===== src/rtl/line_trigger_ctrl_pkg.sv =====
// Shared encodings for the io-channel trigger path.
package io_channel_pkg;

    localparam int unsigned NUM_LINES = 3;

    typedef enum logic [1:0] {
        SRC_LINE0 = 2'd0,
        SRC_LINE2 = 2'd1,
        SRC_LINE3 = 2'd2,
        SRC_NONE  = 2'd3
    } src_e;

    typedef enum logic {
        ACT_RISE = 1'b0,
        ACT_FALL = 1'b1
    } act_e;

    typedef enum logic [1:0] {
        ST_IDLE  = 2'd0,
        ST_DELAY = 2'd1,
        ST_FIRE  = 2'd2
    } state_e;

endpackage


===== src/rtl/line_trigger_ctrl_if.sv =====
// Trigger handshake between this block (master) and sensor control (slave).
interface line_trigger_ctrl_if;
    logic i_frame_busy;
    logic o_trigger;
    logic o_trigger_miss;

    modport master (
        input  i_frame_busy,
        output o_trigger,
        output o_trigger_miss
    );

    modport slave (
        output i_frame_busy,
        input  o_trigger,
        input  o_trigger_miss
    );
endinterface


===== src/rtl/line_trigger_ctrl_filter.sv =====
// Two-flop synchroniser plus saturating glitch filter for one line.
module line_filter #(
    parameter int unsigned FILTER_WIDTH = 16
) (
    input  logic                    clk,
    input  logic                    reset_n,
    input  logic                    line_in,
    input  logic [FILTER_WIDTH-1:0] filter_rise,
    input  logic [FILTER_WIDTH-1:0] filter_fall,
    output logic                    level
);

    logic                    sync1;
    logic                    sync2;
    logic [FILTER_WIDTH-1:0] cnt;
    logic [FILTER_WIDTH-1:0] n_sel_c;
    logic [FILTER_WIDTH-1:0] n_eff_c;
    logic [FILTER_WIDTH:0]   cnt_inc_c;
    logic                    hit_c;

    // Threshold for the pending transition; zero behaves as one.
    always_comb begin
        n_sel_c   = level ? filter_fall : filter_rise;
        n_eff_c   = (n_sel_c == '0) ? FILTER_WIDTH'(1) : n_sel_c;
        cnt_inc_c = {1'b0, cnt} + (FILTER_WIDTH + 1)'(1);
        hit_c     = (cnt_inc_c >= {1'b0, n_eff_c});
    end

    // Synchroniser chain for the asynchronous pin.
    always_ff @(posedge clk or negedge reset_n) begin
        if (!reset_n) begin
            sync1 <= 1'b0;
            sync2 <= 1'b0;
        end else begin
            sync1 <= line_in;
            sync2 <= sync1;
        end
    end

    // Count cycles of disagreement; flip the level when the threshold is met.
    always_ff @(posedge clk or negedge reset_n) begin
        if (!reset_n) begin
            cnt   <= '0;
            level <= 1'b0;
        end else if (sync2 == level) begin
            cnt <= '0;
        end else if (hit_c) begin
            level <= ~level;
            cnt   <= '0;
        end else if (cnt != '1) begin
            cnt <= cnt + FILTER_WIDTH'(1);
        end
    end

endmodule


===== src/rtl/line_trigger_ctrl.sv =====
// External-trigger sequencer: filter lines, select edge, delay, fire.
module line_trigger_ctrl
    import io_channel_pkg::*;
#(
    parameter int unsigned FILTER_WIDTH = 16,
    parameter int unsigned DELAY_WIDTH  = 20
) (
    input  logic                    clk,
    input  logic                    reset_n,
    input  logic                    i_optocoupler_in,
    input  logic [1:0]              iv_gpio_in,
    input  logic                    i_trigger_mode,
    input  logic [1:0]              iv_trigger_source,
    input  logic                    i_trigger_activation,
    input  logic [FILTER_WIDTH-1:0] iv_filter_rise,
    input  logic [FILTER_WIDTH-1:0] iv_filter_fall,
    input  logic [DELAY_WIDTH-1:0]  iv_trigger_delay,
    output logic [NUM_LINES-1:0]    ov_line_status,
    line_trigger_ctrl_if.master     trig_bus
);

    logic [NUM_LINES-1:0]   line_raw_c;
    logic [NUM_LINES-1:0]   level;
    logic [NUM_LINES-1:0]   prev_level;
    logic [NUM_LINES-1:0]   pick_c;
    logic                   hit_c;
    logic                   edge_hit;

    src_e                   src_sh;
    act_e                   act_sh;
    logic [DELAY_WIDTH-1:0] delay_sh;

    state_e                 state;
    state_e                 state_nx;
    logic [DELAY_WIDTH-1:0] dly_cnt;
    logic [DELAY_WIDTH-1:0] cnt_nx;
    logic                   miss_pend;
    logic                   pend_nx;
    logic                   trig_nx;
    logic                   miss_nx;

    assign line_raw_c     = {iv_gpio_in[1], iv_gpio_in[0], i_optocoupler_in};
    assign ov_line_status = level;

    for (genvar g = 0; g < NUM_LINES; g++) begin : g_filt
        line_filter #(.FILTER_WIDTH(FILTER_WIDTH)) u_filt (
            .clk         (clk),
            .reset_n     (reset_n),
            .line_in     (line_raw_c[g]),
            .filter_rise (iv_filter_rise),
            .filter_fall (iv_filter_fall),
            .level       (level[g])
        );
    end

    // Edge of the selected filtered line in the selected direction.
    always_comb begin
        pick_c = (act_sh == ACT_FALL) ? (prev_level & ~level) : (level & ~prev_level);
        hit_c  = 1'b0;
        case (src_sh)
            SRC_LINE0: hit_c = pick_c[0];
            SRC_LINE2: hit_c = pick_c[1];
            SRC_LINE3: hit_c = pick_c[2];
            default:   hit_c = 1'b0;
        endcase
    end

    // Previous levels, registered edge strobe, and config shadows (tracked only in IDLE).
    always_ff @(posedge clk or negedge reset_n) begin
        if (!reset_n) begin
            prev_level <= '0;
            edge_hit   <= 1'b0;
            src_sh     <= SRC_LINE0;
            act_sh     <= ACT_RISE;
            delay_sh   <= '0;
        end else begin
            prev_level <= level;
            edge_hit   <= hit_c;
            if (state == ST_IDLE) begin
                src_sh   <= src_e'(iv_trigger_source);
                act_sh   <= act_e'(i_trigger_activation);
                delay_sh <= iv_trigger_delay;
            end
        end
    end

    // FSM state, delay counter and registered trigger/miss pulses.
    always_ff @(posedge clk or negedge reset_n) begin
        if (!reset_n) begin
            state                   <= ST_IDLE;
            dly_cnt                 <= '0;
            miss_pend               <= 1'b0;
            trig_bus.o_trigger      <= 1'b0;
            trig_bus.o_trigger_miss <= 1'b0;
        end else begin
            state                   <= state_nx;
            dly_cnt                 <= cnt_nx;
            miss_pend               <= pend_nx;
            trig_bus.o_trigger      <= trig_nx;
            trig_bus.o_trigger_miss <= miss_nx;
        end
    end

    // Next state; a miss coinciding with the fire decision is deferred one cycle.
    always_comb begin
        state_nx = state;
        cnt_nx   = dly_cnt;
        pend_nx  = miss_pend;
        trig_nx  = 1'b0;
        miss_nx  = 1'b0;
        case (state)
            ST_IDLE: begin
                pend_nx = 1'b0;
                if (edge_hit && i_trigger_mode) begin
                    if (trig_bus.i_frame_busy) begin
                        miss_nx = 1'b1;
                    end else begin
                        state_nx = ST_DELAY;
                        cnt_nx   = delay_sh;
                    end
                end
            end
            ST_DELAY: begin
                if (!i_trigger_mode) begin
                    state_nx = ST_IDLE;
                    pend_nx  = 1'b0;
                end else if (dly_cnt == '0) begin
                    state_nx = ST_FIRE;
                    trig_nx  = 1'b1;
                    pend_nx  = edge_hit;
                end else begin
                    cnt_nx  = dly_cnt - DELAY_WIDTH'(1);
                    miss_nx = edge_hit;
                end
            end
            ST_FIRE: begin
                state_nx = ST_IDLE;
                miss_nx  = edge_hit | miss_pend;
                pend_nx  = 1'b0;
            end
            default: begin
                state_nx = ST_IDLE;
                pend_nx  = 1'b0;
            end
        endcase
    end

endmodule

===== src/flat_wrapper.sv =====
// flat-port wrapper written by rule: the top's interface ports become plain ports
module line_trigger_ctrl_flat import io_channel_pkg::*;
#(
    parameter int unsigned FILTER_WIDTH = 16,
    parameter int unsigned DELAY_WIDTH  = 20
)
  (clk, reset_n, i_optocoupler_in, iv_gpio_in, i_trigger_mode, iv_trigger_source, i_trigger_activation, iv_filter_rise, iv_filter_fall, iv_trigger_delay, ov_line_status, trig_bus_i_frame_busy, trig_bus_o_trigger, trig_bus_o_trigger_miss);
  line_trigger_ctrl_if trig_bus_i ();
  input  logic clk;
  input  logic reset_n;
  input  logic i_optocoupler_in;
  input  logic [1:0] iv_gpio_in;
  input  logic i_trigger_mode;
  input  logic [1:0] iv_trigger_source;
  input  logic i_trigger_activation;
  input  logic [FILTER_WIDTH-1:0] iv_filter_rise;
  input  logic [FILTER_WIDTH-1:0] iv_filter_fall;
  input  logic [DELAY_WIDTH-1:0] iv_trigger_delay;
  output logic [NUM_LINES-1:0] ov_line_status;
  input wire logic [$bits(trig_bus_i.i_frame_busy)-1:0] trig_bus_i_frame_busy;
  output wire logic [$bits(trig_bus_i.o_trigger)-1:0] trig_bus_o_trigger;
  output wire logic [$bits(trig_bus_i.o_trigger_miss)-1:0] trig_bus_o_trigger_miss;
  assign trig_bus_i.i_frame_busy = trig_bus_i_frame_busy;
  assign trig_bus_o_trigger = trig_bus_i.o_trigger;
  assign trig_bus_o_trigger_miss = trig_bus_i.o_trigger_miss;
  line_trigger_ctrl #(.FILTER_WIDTH(FILTER_WIDTH), .DELAY_WIDTH(DELAY_WIDTH)) u_core (.clk(clk), .reset_n(reset_n), .i_optocoupler_in(i_optocoupler_in), .iv_gpio_in(iv_gpio_in), .i_trigger_mode(i_trigger_mode), .iv_trigger_source(iv_trigger_source), .i_trigger_activation(i_trigger_activation), .iv_filter_rise(iv_filter_rise), .iv_filter_fall(iv_filter_fall), .iv_trigger_delay(iv_trigger_delay), .ov_line_status(ov_line_status), .trig_bus(trig_bus_i));
endmodule

===== config.mk =====
export PLATFORM = sky130hd
export DESIGN_NAME = line_trigger_ctrl_flat
export DESIGN_NICKNAME = d
export VERILOG_FILES = /design/src/rtl/line_trigger_ctrl_pkg.sv /design/src/rtl/line_trigger_ctrl_if.sv /design/src/rtl/line_trigger_ctrl_filter.sv /design/src/rtl/line_trigger_ctrl.sv /design/src/flat_wrapper.sv
export SDC_FILE = /design/constraint.sdc
export NUM_CORES = 1
export LEC_CHECK = 0
export CORE_ASPECT_RATIO = 2
export CORE_MARGIN = 1
export CORE_UTILIZATION = 45
export DETAILED_ROUTE_END_ITERATION = 8
export PLACE_DENSITY = 0.74
export REMOVE_ABC_BUFFERS = 1
export SLEW_MARGIN = 20
export SYNTH_ARGS = -nofsm -noshare
export SYNTH_HDL_FRONTEND = slang
export SYNTH_SLANG_ARGS = --single-unit
export TNS_END_PERCENT = 50

===== constraint.sdc =====
create_clock -name clk -period 7.9 [get_ports clk]
set_input_delay 1.58 -clock clk [delete_from_list [all_inputs] [get_ports clk]]
set_output_delay 1.58 -clock clk [all_outputs]
set_load 0.02 [all_outputs]

==> results of run 1 <==
==> final cells by class <==
| cell class | instances | area [µm²] |
|---|---|---|
| Fill cell | 1367 | 6960 |
| Multi-Input combinational cell | 539 | 3870 |
| Sequential cell | 109 | 2730 |
| Timing Repair Buffer | 70 | 688 |
| Tap cell | 195 | 244 |
| Clock buffer | 9 | 225 |
| Inverter | 48 | 180 |
| Clock inverter | 7 | 80.1 |
==> path summary, 6_finish.rpt <==
path                                                               endpoint  slack (ns)
worst max-delay path             u_core.g_filt[2].u_filt.cnt[8]$_DFFE_PN0P_        3.01
worst min-delay path                u_core.g_filt[0].u_filt.sync2$_DFF_PN0_        0.36
worst max register to register   u_core.g_filt[2].u_filt.cnt[8]$_DFFE_PN0P_        3.76
worst min register to register      u_core.g_filt[0].u_filt.sync2$_DFF_PN0_        0.36
max in group asynchronous         u_core.g_filt[2].u_filt.level$_DFFE_PN0P_        5.33
min in group asynchronous       u_core.g_filt[1].u_filt.cnt[10]$_DFFE_PN0P_        1.19
==> metrics by stage <==
step                      cells  instance area (µm²)  setup slack (ns)  util [%]  total power, W
after floorplan             696                 6780              3.75         -        0.000839
after global placement      961                 7710              2.79      51.5        0.000939
after detailed placement    961                 7710              2.67      51.5        0.000946
after CTS                   977                 8020              3.03      53.5         0.00142
after global routing        977                 8020              2.65      53.5         0.00148
final                       977                 8020              3.01      53.5         0.00141
==> state kept, by name (all words and copies together), names as in the netlist <==
signal / cells
u_core.g_filt.u_filt.cnt: 48
u_core.delay_sh: 20
u_core.dly_cnt: 20
u_core.g_filt.u_filt.level: 3
u_core.g_filt.u_filt.sync1: 3
u_core.g_filt.u_filt.sync2: 3
u_core.prev_level: 3
u_core.src_sh: 2
u_core.state: 2
u_core.act_sh: 1
u_core.edge_hit: 1
u_core.miss_pend: 1
u_core.trig_bus.o_trigger: 1
u_core.trig_bus.o_trigger_miss: 1
==> metal layers <==
metal	vias to the layer above	wire length [µm]
met2	133	9480
met5	-	0
li1	2717	-
met1	2675	6130
met4	0	846
met3	45	427
==> placed cells by master, fill, tap and decap left out, types with 20 or more instances in the layout <==
cell type                         synthesis  layout
sky130_fd_sc_hd__dfrtp_1                109     108
sky130_fd_sc_hd__a21oi_1                 77      77
sky130_fd_sc_hd__clkdlybuf4s50_1          0      65
sky130_fd_sc_hd__mux2i_1                 53      53
sky130_fd_sc_hd__ha_1                    52      52
sky130_fd_sc_hd__inv_1                   48      48
sky130_fd_sc_hd__nand2_1                 43      43
sky130_fd_sc_hd__nor2_1                  44      43
sky130_fd_sc_hd__nand3_1                 34      34
sky130_fd_sc_hd__o21ai_0                 32      32
sky130_fd_sc_hd__xnor2_1                 28      28
sky130_fd_sc_hd__mux2_2                  28      28
sky130_fd_sc_hd__nand4_1                 26      26
sky130_fd_sc_hd__xor2_1                  20      20
==> cell families (layout without fill, tap and decap cells) <==
logic type                 after synthesis  count (layout)
AOI/OAI and AO/OA                      149             149
DFF                                    109             109
muxes                                   81              81
buffers and inverters                   78             134
xor gates and xnor gates                48              48
adders and majority gates               52              52
and+or+nand+nor                        209             209
==> report_power, final <==
part / total [W] / switching, W / internal [W]
Combinational: 0.000242 / 0.000125 / 0.000117
Clock: 0.000469 / 0.000218 / 0.000251
Sequential: 0.000697 / 0.0000791 / 0.000617
==> impl_summary.txt, run 1 <==
----------------------------------------------------
[Worst setup path]
  Beginning of the critical path ... iv_filter_fall[1]
  Total number of cells along the worst setup path ... 12
  Crit-path most repeated cell ... sky130_fd_sc_hd__nand4_1
  Critical-path maximum fanout ... 16
  Crit path buf inv count ... 1
  Required @ worst endpoint ... just over 8 ns
  Slowest cell on the critical path ... sky130_fd_sc_hd__nand4_1
  WS Path Type ... in -> reg
  CP Capture Type ... flop
  Startpoint of the most critical register-to-register path ... u_core.g_filt[2].u_filt.level$_DFFE_PN0P_
  CP top delay family ... simple AND/OR/NAND/NOR gates
  Max incr delay on CP ... around 0.54 ns
  Depth of the worst register-to-register path ... 11
  CP Data Arrival Time ... between 5 and 6 ns
  Nature of the critical path startpoint ... input pin
  Worst path cell trace ... clkdlybuf4s50_1, mux2i_1, nand4_1, or4_1, nand2_1, ha_1, nand2b_1, a21o_1, a2111oi_0, o21a_1, nand4_1, a21oi_1

[Timing]
  Least-Margin Pin Slew ... roughly 1.1 ns
  Final slew viol count ... 0
  Achievable Freq ... between 200 and 250 MHz
  Setup Total Neg Slack ... 0 ns
  Setup-violating endpoint count in the final report ... 0
  Layout Skew ... 0.0143 ns
  Fin crit share ... 61.9%
  Hold WS ... approximately 0.36 ns
  RSZ-0062 raised after global routing ... false
  Max_slew headroom ... slightly below 30%
  Final hold viol count ... 0
  Tmin final ... a little under 5 ns

[Route]
  Router iterations before antenna repair ... 4
  Via count normalized by instance count ... 5.70
  Final routed wire length divided by cell count ... roughly 17 µm
  Detail Route Antenna Nets ... 0
  Routed WL ... roughly 17000 µm
  Starting DRC count in detailed routing ... 198
  Routed via count ... around 5.6k
  Final routed DRC violation total ... 0

[Clocking]
  Post-cts resize count ... 0
  Total number of clock tree sinks ... 109
  Hold-fix buffers at CTS ... 0
  Cell chosen for the clock root ... sky130_fd_sc_hd__clkbuf_16
  Clock buffer depth ... 2
  Clock network latency to the later pin of the worst-skew pair ... ~0.36 ns
  TritonCTS buffer count ... 9
  Clock edge transition at the registers on the reported setup and hold paths ... 0.07 ns
  CTS tree ... done
  Post-CTS setup buffers ... 0
  H-tree levels ... 3

[Min path]
  Hold crit path type ... reg -> reg
  Worst hold start ... u_core.g_filt[0].u_filt.sync1$_DFF_PN0_
  Worst hold path stage count ... 0

[Die]
  Top-level I/O count ... 67
  Die area ... between 15000 and 20000 µm²
  Die outline height ... between 150 and 200 µm
  Starting density of the core ... a little under half
  Width of the die ... about 90 µm
  Standard cell core area ... between 10000 and 15000 µm²
  Rows ... 63

[GRT]
  Global-route track usage on met1 ... 21.7%
  First-pass GRT wire length ... 27500 µm
  Antenna violations before repair ... 0
  Most heavily used metal layer in global routing ... met2
  Global route overflow ... 0
  Number of global-route vias before repair ... roughly 5.6k
  Met2 capacity usage during global routing ... about 44%
  M3 GR Usage ... between 2 and 2.5%
  Maximum number of pins on one net before global-route repair ... 74
  GRT Resource Usage Total ... 22.2%

[Synthesis]
  Count of different cell masters after synthesis ... 54
  Mapped Cells ... between 700 and 800
  Compound-gate portion of the synthesized area ... between 10% and 20%
  Cell area after synthesis ... approximately 6900 µm²
  Adder-Cell Fraction of Synth Area ... under 10%
  Post-synth top flop ... sky130_fd_sc_hd__dfrtp_1
  Flops & latches, synth ... between 100 and 150
  Mean instance size in the synthesized netlist ... around 9.6 µm²
  Share of synthesized flip-flops with an asynchronous set or reset ... 100%
  Cell type with the highest aggregate area in the netlist ... sky130_fd_sc_hd__dfrtp_1
  Count of warnings emitted by yosys ... 0
  Area fraction in and, or, nand and nor cells after synthesis ... 15.8%
  Post-synth EDFFs ... 0
  Multiplexer fraction of the synthesized cell area ... between 10% and 20%
  Leading cell types by total area after synthesis ... sky130_fd_sc_hd__dfrtp_1 39%, sky130_fd_sc_hd__ha_1 9.4%, sky130_fd_sc_hd__mux2i_1 7.6%
  Most used standard cell by instance count after synthesis ... sky130_fd_sc_hd__dfrtp_1
  Sequential share of the synthesized area ... between 30 and 40%
  Main combinational cell family by area after synthesis ... simple AND/OR/NAND/NOR gates
  Area share of the largest cell type after synthesis ... around 40%
  Most instantiated cells after synthesis ... 109 x sky130_fd_sc_hd__dfrtp_1, 77 x sky130_fd_sc_hd__a21oi_1, 53 x sky130_fd_sc_hd__mux2i_1, 52 x sky130_fd_sc_hd__ha_1, 48 x sky130_fd_sc_hd__inv_1
  Synth Area in XOR/XNOR ... 6.06%

[Placed design]
  Detailed placement HPWL ... about 13000 µm
  Port Buffers ... 66
  Global placement routability congestion ... 0.910

[Cells and area]
  Layout cell share with drive strength beyond 1 ... 7.54%
  Diode count ... 0
  Count of nets after finishing ... 891
  Layout overhead on the synthesized area ... 15.5%

[Pwr]
  Static Leak ... 3.57 nW
  Total power per unit cell area ... between 150 and 200 nW/µm²
  Peak supply drop ... ~0.13 mV

[Job]
  Number of maximum-capacitance violations ... 0

[Outcome]
  Result of the run ... finished, final reports clean

----------------------------------------------------
Power figures use the tool's default switching activity.
==> run 2, diff against run 1 <==
==> constraint.sdc (replaced) <==
create_clock -name clk -period 4.6 [get_ports clk]
set_input_delay 0.92 -clock clk [delete_from_list [all_inputs] [get_ports clk]]
set_output_delay 0.92 -clock clk [all_outputs]
set_load 0.02 [all_outputs]
==> impl_summary.txt, run 2 (synthesized netlist as in run 1, its figures left out) <==
----------------------------------------------------
[Route]
  Highest layer used for signal routing ... met4
  Via count normalized by instance count ... 5.68 (-0.29%)
  Starting DRC count in detailed routing ... 187 (-5.6%)
  Routed WL ... 17100 µm (+1.0%)
  Met3 wire length ... 567 µm (+33%)
  Router iterations before antenna repair ... 4 (unchanged)
  Length of routed met2 wiring ... 9390 µm (-0.97%)
  Detail Route Antenna Nets ... 0 (unchanged)
  Met1 layer wirelength in the final routing ... 6100 µm (-0.44%)
  Routed via count ... 5588 (+0.32%)
  Final routed wire length divided by cell count ... 17.3 µm (+0.41%)
  Final routed DRC violation total ... 0 (unchanged)

[Placed design]
  Pre-CTS setup slack ... 0.335 ns (-2.34 ns)
  Port Buffers ... 66 (unchanged)
  DP Area ... 7770 µm² (+0.76%)
  Detailed placement HPWL ... 13400 µm (+2.2%)
  Placed cells ... 969 (+0.83%)
  Global placement routability congestion ... 1.01 (+11%)

[Worst setup path]
  Nature of the critical path startpoint ... flop
  Crit path buf inv count ... 3 (+2)
  WS Path Type ... reg -> reg
  CP Capture Type ... flop
  Slowest cell on the critical path ... sky130_fd_sc_hd__dfrtp_1
  Max incr delay on CP ... 0.79 ns (+0.25 ns)
  CP top delay family ... simple AND/OR/NAND/NOR gates
  CP Data Arrival Time ... 4.26 ns (-0.89 ns)
  Required @ worst endpoint ... 4.86 ns (-3.29 ns)
  Worst path cell trace ... buf_4, mux2i_1, nand4_1, or4_1, nand2_1, ha_1, inv_1, a21oi_1, o31a_1, o21ai_0, or4b_1, buf_4, nor3_1
  Critical-path maximum fanout ... 16 (unchanged)
  Crit-path most repeated cell ... sky130_fd_sc_hd__buf_4

[GRT]
  Number of global-route vias before repair ... 5601 (-0.20%)
  GRT Resource Usage Total ... 22.3% (+0.16 points)
  Antenna violations before repair ... 0 (unchanged)
  Global route overflow ... 0 (unchanged)
  Maximum number of pins on one net before global-route repair ... 52 (-30%)
  First-pass GRT wire length ... 27500 µm (about the same)

[Die]
  Die area ... 16000 µm² (unchanged)
  Standard cell core area ... 15000 µm² (unchanged)
  Die outline height ... 178 µm (unchanged)
  Top-level I/O count ... 67 (unchanged)
  Starting density of the core ... 46.3% (unchanged)
  Rows ... 63 (unchanged)
  Width of the die ... 89.8 µm (unchanged)

[Cells and area]
  Layout overhead on the synthesized area ... 16.8%
  Flip-flop count of the largest register after layout ... 48 (unchanged)
  Largest registers ... u_core.g_filt.u_filt.cnt (48), u_core.delay_sh (20), u_core.dly_cnt (20)
  Top library cells by usage in the layout, fill and taps aside ... 109 x sky130_fd_sc_hd__dfrtp_1, 77 x sky130_fd_sc_hd__a21oi_1, 65 x sky130_fd_sc_hd__clkdlybuf4s50_1
  Number of fill cells ... 1343 (-1.8%)
  Final std cell area, no fill ... 8110 µm² (+1.1%)
  Diode count ... 0 (unchanged)
  Top reg by flops ... u_core.g_filt.u_filt.cnt
  Seq. cell area ... 2730 µm² (about the same)
  Layout cell share with drive strength beyond 1 ... 8.12% (+0.58 points)
  Non-filler instance count after layout ... 983 (+0.61%)
  Most frequent standard cell in the layout excluding fill and tap cells ... sky130_fd_sc_hd__dfrtp_1
  Count of nets after finishing ... 899 (+0.90%)
  Area of the multi-input gates ... 3870 µm² (unchanged)

[Timing]
  Max_slew headroom ... 33.8% (+4.2 points)
  Final slew viol count ... 0 (unchanged)
  PnR worst setup slack ... 0.606 ns (-2.40 ns)
  Final hold viol count ... 0 (unchanged)
  Least-Margin Pin Slew ... 0.991 ns (-0.0626 ns)
  Fin crit share ... a little under 90%
  Tmin final ... roughly 4.0 ns
  Setup-violating endpoint count in the final report ... 0 (unchanged)
  Setup Total Neg Slack ... 0 ns (unchanged)
  Layout Skew ... 0.0101 ns (-0.00417 ns)
  Achievable Freq ... between 200 and 300 MHz
  RSZ-0062 raised after global routing ... false

[Clocking]
  Cell chosen for the clock root ... sky130_fd_sc_hd__clkbuf_16
  H-tree levels ... 3 (unchanged)
  Post-cts resize count ... 0 (unchanged)
  CTS tree ... done
  Clock network latency to the later pin of the worst-skew pair ... 0.34 ns (-0.02 ns)
  Clock buffer depth ... 2 (unchanged)
  Total number of clock tree sinks ... 109 (unchanged)
  Post-CTS setup buffers ... 0 (unchanged)
  Clock edge transition at the registers on the reported setup and hold paths ... 0.07 ns (about the same)
  TritonCTS buffer count ... 9 (unchanged)
  Hold-fix buffers at CTS ... 0 (unchanged)

[Pwr]
  Logic gate share of total power ... 16.8% (-0.4 points)
  Total power per unit cell area ... 308 nW/µm² (+75%)
  Peak supply drop ... 0.170 mV (+27%)
  Static Leak ... 3.63 nW (+1.5%)
  Switching component of the power ... 0.000690 W (+64%)
  Internal Pwr Total ... 0.00180 W (+83%)
  Clock group share of total power ... 35.2% (+1.9 points)
  Switching part of the total ... 27.7% (-2.3 points)
  Sequential power share ... 48.0% (-1.5 points)

[Job]
  Number of maximum-capacitance violations ... 0 (unchanged)

[Min path]
  Hold crit path type ... reg -> reg

[Outcome]
  Result of the run ... finished, final reports clean

----------------------------------------------------
[run 2: worst paths after layout]
| check | startpoint | end | slack (ns) | depth (start not counted) |
|---|---|---|---|---|
| hold / removal | u_core.g_filt[0].u_filt.sync1$_DFF_PN0_ | u_core.g_filt[0].u_filt.sync2$_DFF_PN0_ | 0.35 | 0 |
| min in group asynchronous | reset_n | u_core.g_filt[1].u_filt.sync1$_DFF_PN0_ | 0.59 | 1 |
| setup reg to reg | u_core.g_filt[1].u_filt.level$_DFFE_PN0P_ | u_core.g_filt[1].u_filt.cnt[14]$_DFFE_PN0P_ | 0.61 | 13 |
| max in group asynchronous | reset_n | u_core.state[1]$_DFFE_PN0P_ | 3.15 | 2 |
| hold reg to reg | u_core.g_filt[0].u_filt.sync1$_DFF_PN0_ | u_core.g_filt[0].u_filt.sync2$_DFF_PN0_ | 0.35 | 0 |
| setup / recovery | u_core.g_filt[1].u_filt.level$_DFFE_PN0P_ | u_core.g_filt[1].u_filt.cnt[14]$_DFFE_PN0P_ | 0.61 | 13 |
[run 2: final cells by class]
| class | instances | area share [%] |
|---|---|---|
| flip-flops and latches | 109 | 33.6 |
| clock inverters | 4 | 1.20 |
| well taps | 195 | 3.01 |
| inverters | 48 | 2.22 |
| repair buffers | 78 | 9.23 |
| multi-input cells | 539 | 47.7 |
| clock buffers | 10 | 2.95 |
[run 2: worst register-to-register path, delay by kind of cell (launching register included)]
| kind | cells | cell delay (ns) |
|---|---|---|
| and+or+nand+nor | 5 | 1.45 |
| DFF | 1 | 0.79 |
| buffers and inverters | 3 | 0.54 |
| AOI/OAI and AO/OA | 3 | 0.48 |
| muxes | 1 | 0.41 |
| adders and majority gates | 1 | 0.22 |
[run 2: power by group through the flow]
| stage | clock network [W] | registers [W] | logic [W] |
|---|---|---|---|
| 5_1_grt | 0.000944 | 0.00122 | 0.000468 |
| 4_1_cts | 0.000900 | 0.00120 | 0.000421 |
| 2_1_floorplan | 0 | 0.00118 | 0.000263 |
| 6_report | 0.000879 | 0.00120 | 0.000419 |
| 3_5_place_dp | 0 | 0.00121 | 0.000420 |
| 3_3_place_gp | 0 | 0.00121 | 0.000411 |
[run 2: per-layer routing]
layer	up-vias	global-route usage (%)
met5	-	0
met4	0	15.5
met3	53	3.08
met2	153	42.6
met1	2653	22.0
li1	2729	-
[run 2: through the flow]
step	utilization, %	hold slack (ns)	total power, W
after floorplan	-	0.331	0.00144
after global placement	51.9	0.334	0.00162
after detailed placement	51.9	0.338	0.00163
after CTS	54.1	0.351	0.00252
after global routing	54.1	0.361	0.00263
final	54.1	0.351	0.00249
